### src/rtl/i2s_sample_fifo_pkg.sv
// Shared constants and helpers for the I2S sample FIFO.
// Sample width matches i2s_master SMP; saturating counter helper.
package i2s_sample_fifo_pkg;

   localparam int          SMP_W    = 16;
   localparam logic [15:0] SMP_ZERO = 16'h0000;
   localparam int          DEPTH_LOG2_DEF = 4;

   function automatic logic [15:0] sat_inc16(input logic [15:0] v);
      return (v == 16'hFFFF) ? v : v + 16'd1;
   endfunction

endpackage

### src/rtl/i2s_fifo_ram.sv
// 2**DEPTH_LOG2 x WIDTH register file, one sync write, one async read.
// Ports: clk, we, waddr, wdata, raddr, rdata.
module i2s_fifo_ram #(
   parameter int DEPTH_LOG2 = 4,
   parameter int WIDTH      = 16
) (
   input  logic                  clk,
   input  logic                  we,
   input  logic [DEPTH_LOG2-1:0] waddr,
   input  logic [WIDTH-1:0]      wdata,
   input  logic [DEPTH_LOG2-1:0] raddr,
   output logic [WIDTH-1:0]      rdata
);

   logic [WIDTH-1:0] mem [2**DEPTH_LOG2];

   always_ff @(posedge clk) begin
      if (we) mem[waddr] <= wdata;
   end

   assign rdata = mem[raddr];

endmodule

### src/rtl/i2s_sample_fifo.sv
// Sample FIFO feeding i2s_master; one pop per frame on LCK rise.
// Ports: CLK, RST, IN_DATA/IN_VALID/IN_READY, LCK, SMP, LEVEL,
// UNDERFLOW, UNDERRUN_CNT (only with I2S_FIFO_STATS_EN defined).
module i2s_sample_fifo
   import i2s_sample_fifo_pkg::*;
#(
   parameter int DEPTH_LOG2 = DEPTH_LOG2_DEF,
   parameter int WIDTH      = SMP_W
) (
   input  logic                  CLK,
   input  logic                  RST,
   input  logic [WIDTH-1:0]      IN_DATA,
   input  logic                  IN_VALID,
   output logic                  IN_READY,
   input  logic                  LCK,
   output logic [WIDTH-1:0]      SMP,
   output logic [DEPTH_LOG2:0]   LEVEL,
   output logic                  UNDERFLOW
`ifdef I2S_FIFO_STATS_EN
   ,
   output logic [15:0]           UNDERRUN_CNT
`endif
);

   localparam logic [DEPTH_LOG2:0] FULL =
      {1'b1, {DEPTH_LOG2{1'b0}}};
   localparam logic [DEPTH_LOG2:0] LVL_ONE = 1;
   localparam logic [DEPTH_LOG2-1:0] PTR_ONE = 1;

   logic [DEPTH_LOG2-1:0] wr_ptr;
   logic [DEPTH_LOG2-1:0] rd_ptr;
   logic                  lck_q;
   logic                  pop_q;
   logic [WIDTH-1:0]      rd_data;
   logic                  wr_en;
   logic                  rd_ok;
   logic                  empty;

   assign IN_READY = (LEVEL != FULL);
   assign empty    = (LEVEL == '0);
   assign wr_en    = IN_VALID & IN_READY;
   assign rd_ok    = pop_q & ~empty;

   i2s_fifo_ram #(
      .DEPTH_LOG2(DEPTH_LOG2),
      .WIDTH     (WIDTH)
   ) u_ram (
      .clk  (CLK),
      .we   (wr_en),
      .waddr(wr_ptr),
      .wdata(IN_DATA),
      .raddr(rd_ptr),
      .rdata(rd_data)
   );

   // Edge is registered once more so SMP moves two clocks after
   // LCK rises, well clear of the falling-edge latch in i2s_master.
   always_ff @(posedge CLK or posedge RST) begin
      if (RST) begin
         lck_q     <= 1'b0;
         pop_q     <= 1'b0;
         wr_ptr    <= '0;
         rd_ptr    <= '0;
         LEVEL     <= '0;
         SMP       <= WIDTH'(SMP_ZERO);
         UNDERFLOW <= 1'b0;
      end else begin
         lck_q     <= LCK;
         pop_q     <= LCK & ~lck_q;
         UNDERFLOW <= pop_q & empty;
         if (wr_en) wr_ptr <= wr_ptr + PTR_ONE;
         if (rd_ok) begin
            rd_ptr <= rd_ptr + PTR_ONE;
            SMP    <= rd_data;
         end
         unique case ({wr_en, rd_ok})
            2'b10:   LEVEL <= LEVEL + LVL_ONE;
            2'b01:   LEVEL <= LEVEL - LVL_ONE;
            default: LEVEL <= LEVEL;
         endcase
      end
   end

`ifdef I2S_FIFO_STATS_EN
   always_ff @(posedge CLK or posedge RST) begin
      if (RST)            UNDERRUN_CNT <= '0;
      else if (UNDERFLOW) UNDERRUN_CNT <= sat_inc16(UNDERRUN_CNT);
   end
`endif

endmodule

### config.mk
export PLATFORM = sky130hd
export DESIGN_NAME = i2s_sample_fifo
export DESIGN_NICKNAME = d
export VERILOG_FILES = /design/src/rtl/i2s_sample_fifo_pkg.sv /design/src/rtl/i2s_fifo_ram.sv /design/src/rtl/i2s_sample_fifo.sv
export SDC_FILE = /design/constraint.sdc
export NUM_CORES = 1
export LEC_CHECK = 0
export CORE_ASPECT_RATIO = 2
export CORE_UTILIZATION = 30
export CTS_CLUSTER_SIZE = 40
export DETAILED_ROUTE_END_ITERATION = 16
export GPL_ROUTABILITY_DRIVEN = 0
export SLEW_MARGIN = 20
export SYNTH_ARGS = -nofsm -noshare
export SYNTH_HDL_FRONTEND = slang
export SYNTH_SLANG_ARGS = --single-unit
### constraint.sdc
create_clock -name CLK -period 3.6 [get_ports CLK]
set_clock_uncertainty 0.05 [all_clocks]
set_input_delay 0.72 -clock CLK [delete_from_list [all_inputs] [get_ports CLK]]
set_output_delay 0.72 -clock CLK [all_outputs]
set_load 0.02 [all_outputs]
* After elaboration in Yosys (flattened, before gate mapping)
Memories as Yosys holds them, arrays and structs flattened. A register that Yosys moved wholly into a read port is not among the register bits. Cells that the tools add are included.
Word-level totals: flip-flop bits (word level) 16, latch bits 0, memory bits (writable) 256, bits in read-only memories 0, input port bits 20, logic and storage cells 25, memories kept 1
Memories:
- u_ram.mem | depth 16, width 16, read ports 1, clocked after memory_dff 1, wr ports 1, line i2s_fifo_ram.sv:15 | logic [WIDTH-1:0] mem [2**DEPTH_LOG2];
Cells by class: add/subtract/negate cells 4, multipliers 0, div/mod/pow operators 0, order comparisons 0, equal/unequal tests 3, shifts and indexed selects 0, muxes and demuxes 3, bitwise gates (word level) 6, reduce and logical (&&, ||, !) cells 2
Operators with widths (number):
- case mux 5 bit (2 select lines) | 1
- adder 4 x 1 -> 4 bit, second input constant | 2
- adder 5 x 1 -> 5 bit, second input constant | 1
- zero test 5 bit | 1
- inequality test 5 bit, second input constant | 1
- subtractor 5 x 1 -> 5 bit, second input constant | 1
- bitwise AND 1 bit | 4
- == test 2 x 1 -> 1 bit, second input constant | 1
- == test 2 bit, second input constant | 1
- 2-to-1 mux 1 bit | 2
- NOT 1 bit | 2
- nonzero test 2 bit | 1

* Longest topological paths before layout
depth after elaboration 5, gate-level depth with buffers 12, gate-level depth less buffers 10

* Hierarchy
A second synthesis with hierarchy kept.
Unflattened totals: cell total of the unflattened synthesis 521, area total of the unflattened synthesis 11215.8 µm²
By module, submodules not included:
- i2s_fifo_ram | times used 1, cells each 416, area an instance 9723.1 µm², seq. area each 7687.4 µm²
- i2s_sample_fifo | times used 1, cells each 105, area an instance 1492.7 µm², seq. area each 800.8 µm²

* Worst setup path before layout
OpenSTA, ideal clock, no wires.
path kind reg-to-reg, start reg LEVEL[2], end mem u_ram.mem[3][0] (enable), data arrival time 2.522 ns, required time 3.141 ns, slack 0.618 ns, stages on the path, launching flop included 6, clock period less this slack 2.982 ns, cell sequence dfrtp_1 > buf_2 > nor4_1 > a21boi_1 > nand2_1 > nor3_1
On the way: cells in the longest elaborated chain, start to end 4
Ends and longest elaborated chain:
- start, declared | line i2s_sample_fifo.sv:17 | output logic [DEPTH_LOG2:0] LEVEL,
- start signal, assigned | line i2s_sample_fifo.sv:77 | 2'b10: LEVEL <= LEVEL + LVL_ONE;
- start signal, assigned | line i2s_sample_fifo.sv:78 | 2'b01: LEVEL <= LEVEL - LVL_ONE;
- inequality test 5 bit | line i2s_sample_fifo.sv:39 | assign IN_READY = (LEVEL != FULL);
- bitwise AND 1 bit | line i2s_sample_fifo.sv:41 | assign wr_en = IN_VALID & IN_READY;
- 2-to-1 mux 1 bit | line i2s_fifo_ram.sv:18 | if (we) mem[waddr] <= wdata;
- 2-to-1 mux 1 bit (implied by the code) | line i2s_fifo_ram.sv:18
- end, declared | line i2s_fifo_ram.sv:15
No other way between the ends.

* Worst setup path after layout
start reg LEVEL[1], end reg LEVEL[4]
On the way: cells in the longest elaborated chain, start to end 5, elaborated cells on any way between the ends 11, classes of those cells add/sub (2); eq/ne (3); mux (1); bitwise (3); reduce/logical (2)
Ends and longest elaborated chain:
- zero test 5 bit * | line i2s_sample_fifo.sv:40 | assign empty = (LEVEL == '0);
- NOT 1 bit * | line i2s_sample_fifo.sv:42 | assign rd_ok = pop_q & ~empty;
- bitwise AND 1 bit * | line i2s_sample_fifo.sv:42
- via rd_ok | line i2s_sample_fifo.sv:36 | logic rd_ok;
- == test 2 x 1 -> 1 bit or == test 2 bit (tied branches) | line i2s_sample_fifo.sv:76 | unique case ({wr_en, rd_ok})
- case mux 5 bit (2 select lines) or nonzero test 2 bit (tied branches)
Mark *: on every way through the listed nets, which the timed path passes. The rest lies on a longest branch. A chain may end at the register's enable or synchronous reset.

==> impl_metrics.toml <==
[setup_path]
slowest_stage = "or4_4"
r2r-start = "LEVEL[1]$_DFFE_PP0P_"
path_cells = "or4_4 -> o21ai_4 -> inv_2 -> ha_1 -> xor2_1 -> ha_1 -> o211a_1 -> o31ai_1 -> a31oi_1 -> xor2_1"
cp_top_family = "compound AO/OA/AOI/OAI gates"
max_stage_delay_ns = 0.58
crit_type = "reg -> reg"
crit_buf_inv = 1
crit_fanout = 10
crit_arrival_ns = 3.29
cp-end-kind = "register"
cp-startpoint = "LEVEL[1]$_DFFE_PP0P_"
start_kind = "register"
worst_ep_required_time_ns = 3.96

[placement]
dpl_cell_area_mm2 = 0.0123
portBuffers = 42
dp_hpwl_mm = 14.9
placed_cells = 1027

[routing]
wl_per_cell_um = 22.5
drcViolationCount = 4
drt_iter0_drc = 384
drtPass1Iterations = 11
drtAntennaViolNets = 0
drt-total-wl_mm = 24.1
viasPerCell = 4.92
vias = 5279

[pwr]
p_clk_frac = 0.277
internal-power_mw = 6.94
leakage_nw = 4.32
powerDensity_mw_per_mm2 = 759
comb_power_share = 0.269
pwr-share-seq = 0.454
p_sw_frac = 0.301
p_switching_mw = 2.99
vdd_drop_max_uv = 304

[synth]
syn-num-nets = 563
synthXorXnorAreaFrac = 0.00861
ys_seq_area_frac = 0.759
synth.top_cell.area_share = 0.687
syn_inst = 534
synth_area_leader_cell = "edfxtp_1"
synth_adder_area_share = 0.0101
synth_simple_gate_area_frac = 0.0192
synthMuxAreaShare = 0.144
ys_seq_elements = 288
synth_area_leaders = "edfxtp_1 (69%), mux4_2 (13%), dfrtp_1 (7.2%)"
synth_compound_area_frac = 0.0393
synth_top_family_by_area = "multiplexers"
netlist_area_mm2 = 0.0112
avgSynthCellArea_um2 = 20.9
ys_types = 37
ys_warn_count = 0

[final_layout]
layout_commonest_cell = "edfxtp_1"
stdcell_area_mm2 = 0.0131
mostFrequentLayoutCells = "edfxtp_1 (256), mux4_2 (64), clkdlybuf4s50_1 (42)"
area_growth_syn_to_layout_pct = 17.0
final_cells = 1072
final_util = 0.358
layout-drive-gt1-share = 0.238
n_antenna_cell = 0
layout.nets = 629
fill_cells = 3291

[clocking]
cts-hold-fix-buffers = 0
clk_path_buf_depth = 3
clk_latency_ns = 0.53
cts_resized = 0
cts_made_buffers = 25
cts_setup_buffers = 0
cts_tree = "yes"
cts-root-buf = "clkbuf_16"
path_clk_slew_ns = 0.08
cts_sinks = 288
cts-htree-levels = 1

[grt]
gr-total-overflow = 0
antenna_found_initial = 0
grt_pass1_wl_mm = 36.1
grt_max_degree = 35
grt_pass1_vias = 5840
track_usage = 0.130

[min_path]
hp-start = "lck_q$_DFF_PP0_"
hold_path.class = "reg -> reg"

[floorplan]
rows = 99
die_x_um = 139
core_area_mm2 = 0.0365
dieArea_mm2 = 0.0381
die_y_um = 275
initial_core_util = 0.306
boundaryPins = 43

[sta]
final_max_slew_viol_count = 0
post-route-min-period_ns = 2.92
hold_viol_final = 0
tightest_slew_ns = 0.882
rsz0062_at_grt = "no"
min_period_over_period = 0.812
setup-violations-final = 0
finalSetupTns_ns = 0
fmax_ghz = 0.342
slew-limit-headroom = 0.412

[outcome]
status = "finished, violations left"
violations = "design-rule violations"

[flow_run]
maxCapViolCount = 0
==> sequential cells by signal (all words and copies together) (netlist names) <==
signal	cells
LEVEL	5
SMP	16
UNDERFLOW	1
lck_q	1
pop_q	1
rd_ptr	4
u_ram.mem	256
wr_ptr	4
==> cells in the mapped netlist (all sizes together) <==
master	instances
o21ai	5
or2	1
nor3	4
dfrtp	32
buf	27
o211a	1
xnor2	7
a311oi	1
clkbuf	6
xor2	4
and3b	1
a21oi	3
inv	6
nor3b	2
nand2b	4
edfxtp	256
a31oi	1
a21o	17
nor2b	2
nand4	2
mux2i	16
a211oi	16
mux4	64
mux2	1
nor4	1
a21boi	1
o31ai	1
or4	1
nand2	12
nor2	14
o22ai	16
ha	9
==> cells by family (layout without fill, tap and decap cells) <==
kind of cell | after synthesis | in the layout
multiplexers | 81 | 81
adder cells (fa/ha/maj) | 9 | 9
flip-flops | 288 | 288
AND/OR/NAND/NOR | 44 | 44
AO/OA/AOI/OAI | 62 | 62
XOR/XNOR | 11 | 11
buffers and inverters | 39 | 123
==> per-layer routing <==
metal | global-route usage | vias to the layer above | routed length [um]
met5 | 0 | - | 0
met4 | 0.0665 | 0 | 1010
met3 | 0.0129 | 52 | 768
met2 | 0.251 | 124 | 13400
met1 | 0.139 | 2788 | 8940
li1 | - | 2315 | -
==> power by group through the flow <==
stage / logic [mW] / clock network (mW) / registers [mW]
after floorplan: 1.89 / 0 / 4.44
after global placement: 2.66 / 0 / 4.54
after detailed placement: 2.72 / 0 / 4.59
after CTS: 2.73 / 2.82 / 4.52
after global routing: 2.87 / 2.93 / 4.57
final: 2.67 / 2.75 / 4.50
==> through the flow <==
stage / hold slack, ns / power [mW] / setup slack, ns
2_1_floorplan: 0.328 / 6.33 / 0.618
3_3_place_gp: 0.343 / 7.20 / 0.605
3_5_place_dp: 0.334 / 7.31 / 0.550
4_1_cts: 0.331 / 10.1 / 0.697
5_1_grt: 0.362 / 10.4 / 0.530
6_report: 0.328 / 9.93 / 0.677
==> layout make-up <==
cell class,instances,area (um^2),area share
clock inverters,20,211,0.0162
multi-input cells,207,2500,0.191
inverters,6,22.5,0.00172
well taps,454,568,0.0434
repair buffers,72,671,0.0512
flip-flops and latches,288,8490,0.649
clock buffers,25,626,0.0478
==> worst paths after layout <==
path / endpoint / depth (start not counted) / slack, ns
min in group asynchronous: SMP[1]$_DFFE_PP0P_ / 2 / 0.39
max reg2reg: LEVEL[4]$_DFFE_PP0P_ / 10 / 0.68
min: pop_q$_DFF_PP0_ / 1 / 0.33
max in group asynchronous: rd_ptr[2]$_DFFE_PP0P_ / 3 / 2.41
max: LEVEL[4]$_DFFE_PP0P_ / 10 / 0.68
min reg2reg: pop_q$_DFF_PP0_ / 1 / 0.33
Note: power is estimated with default switching activity, not from simulation.
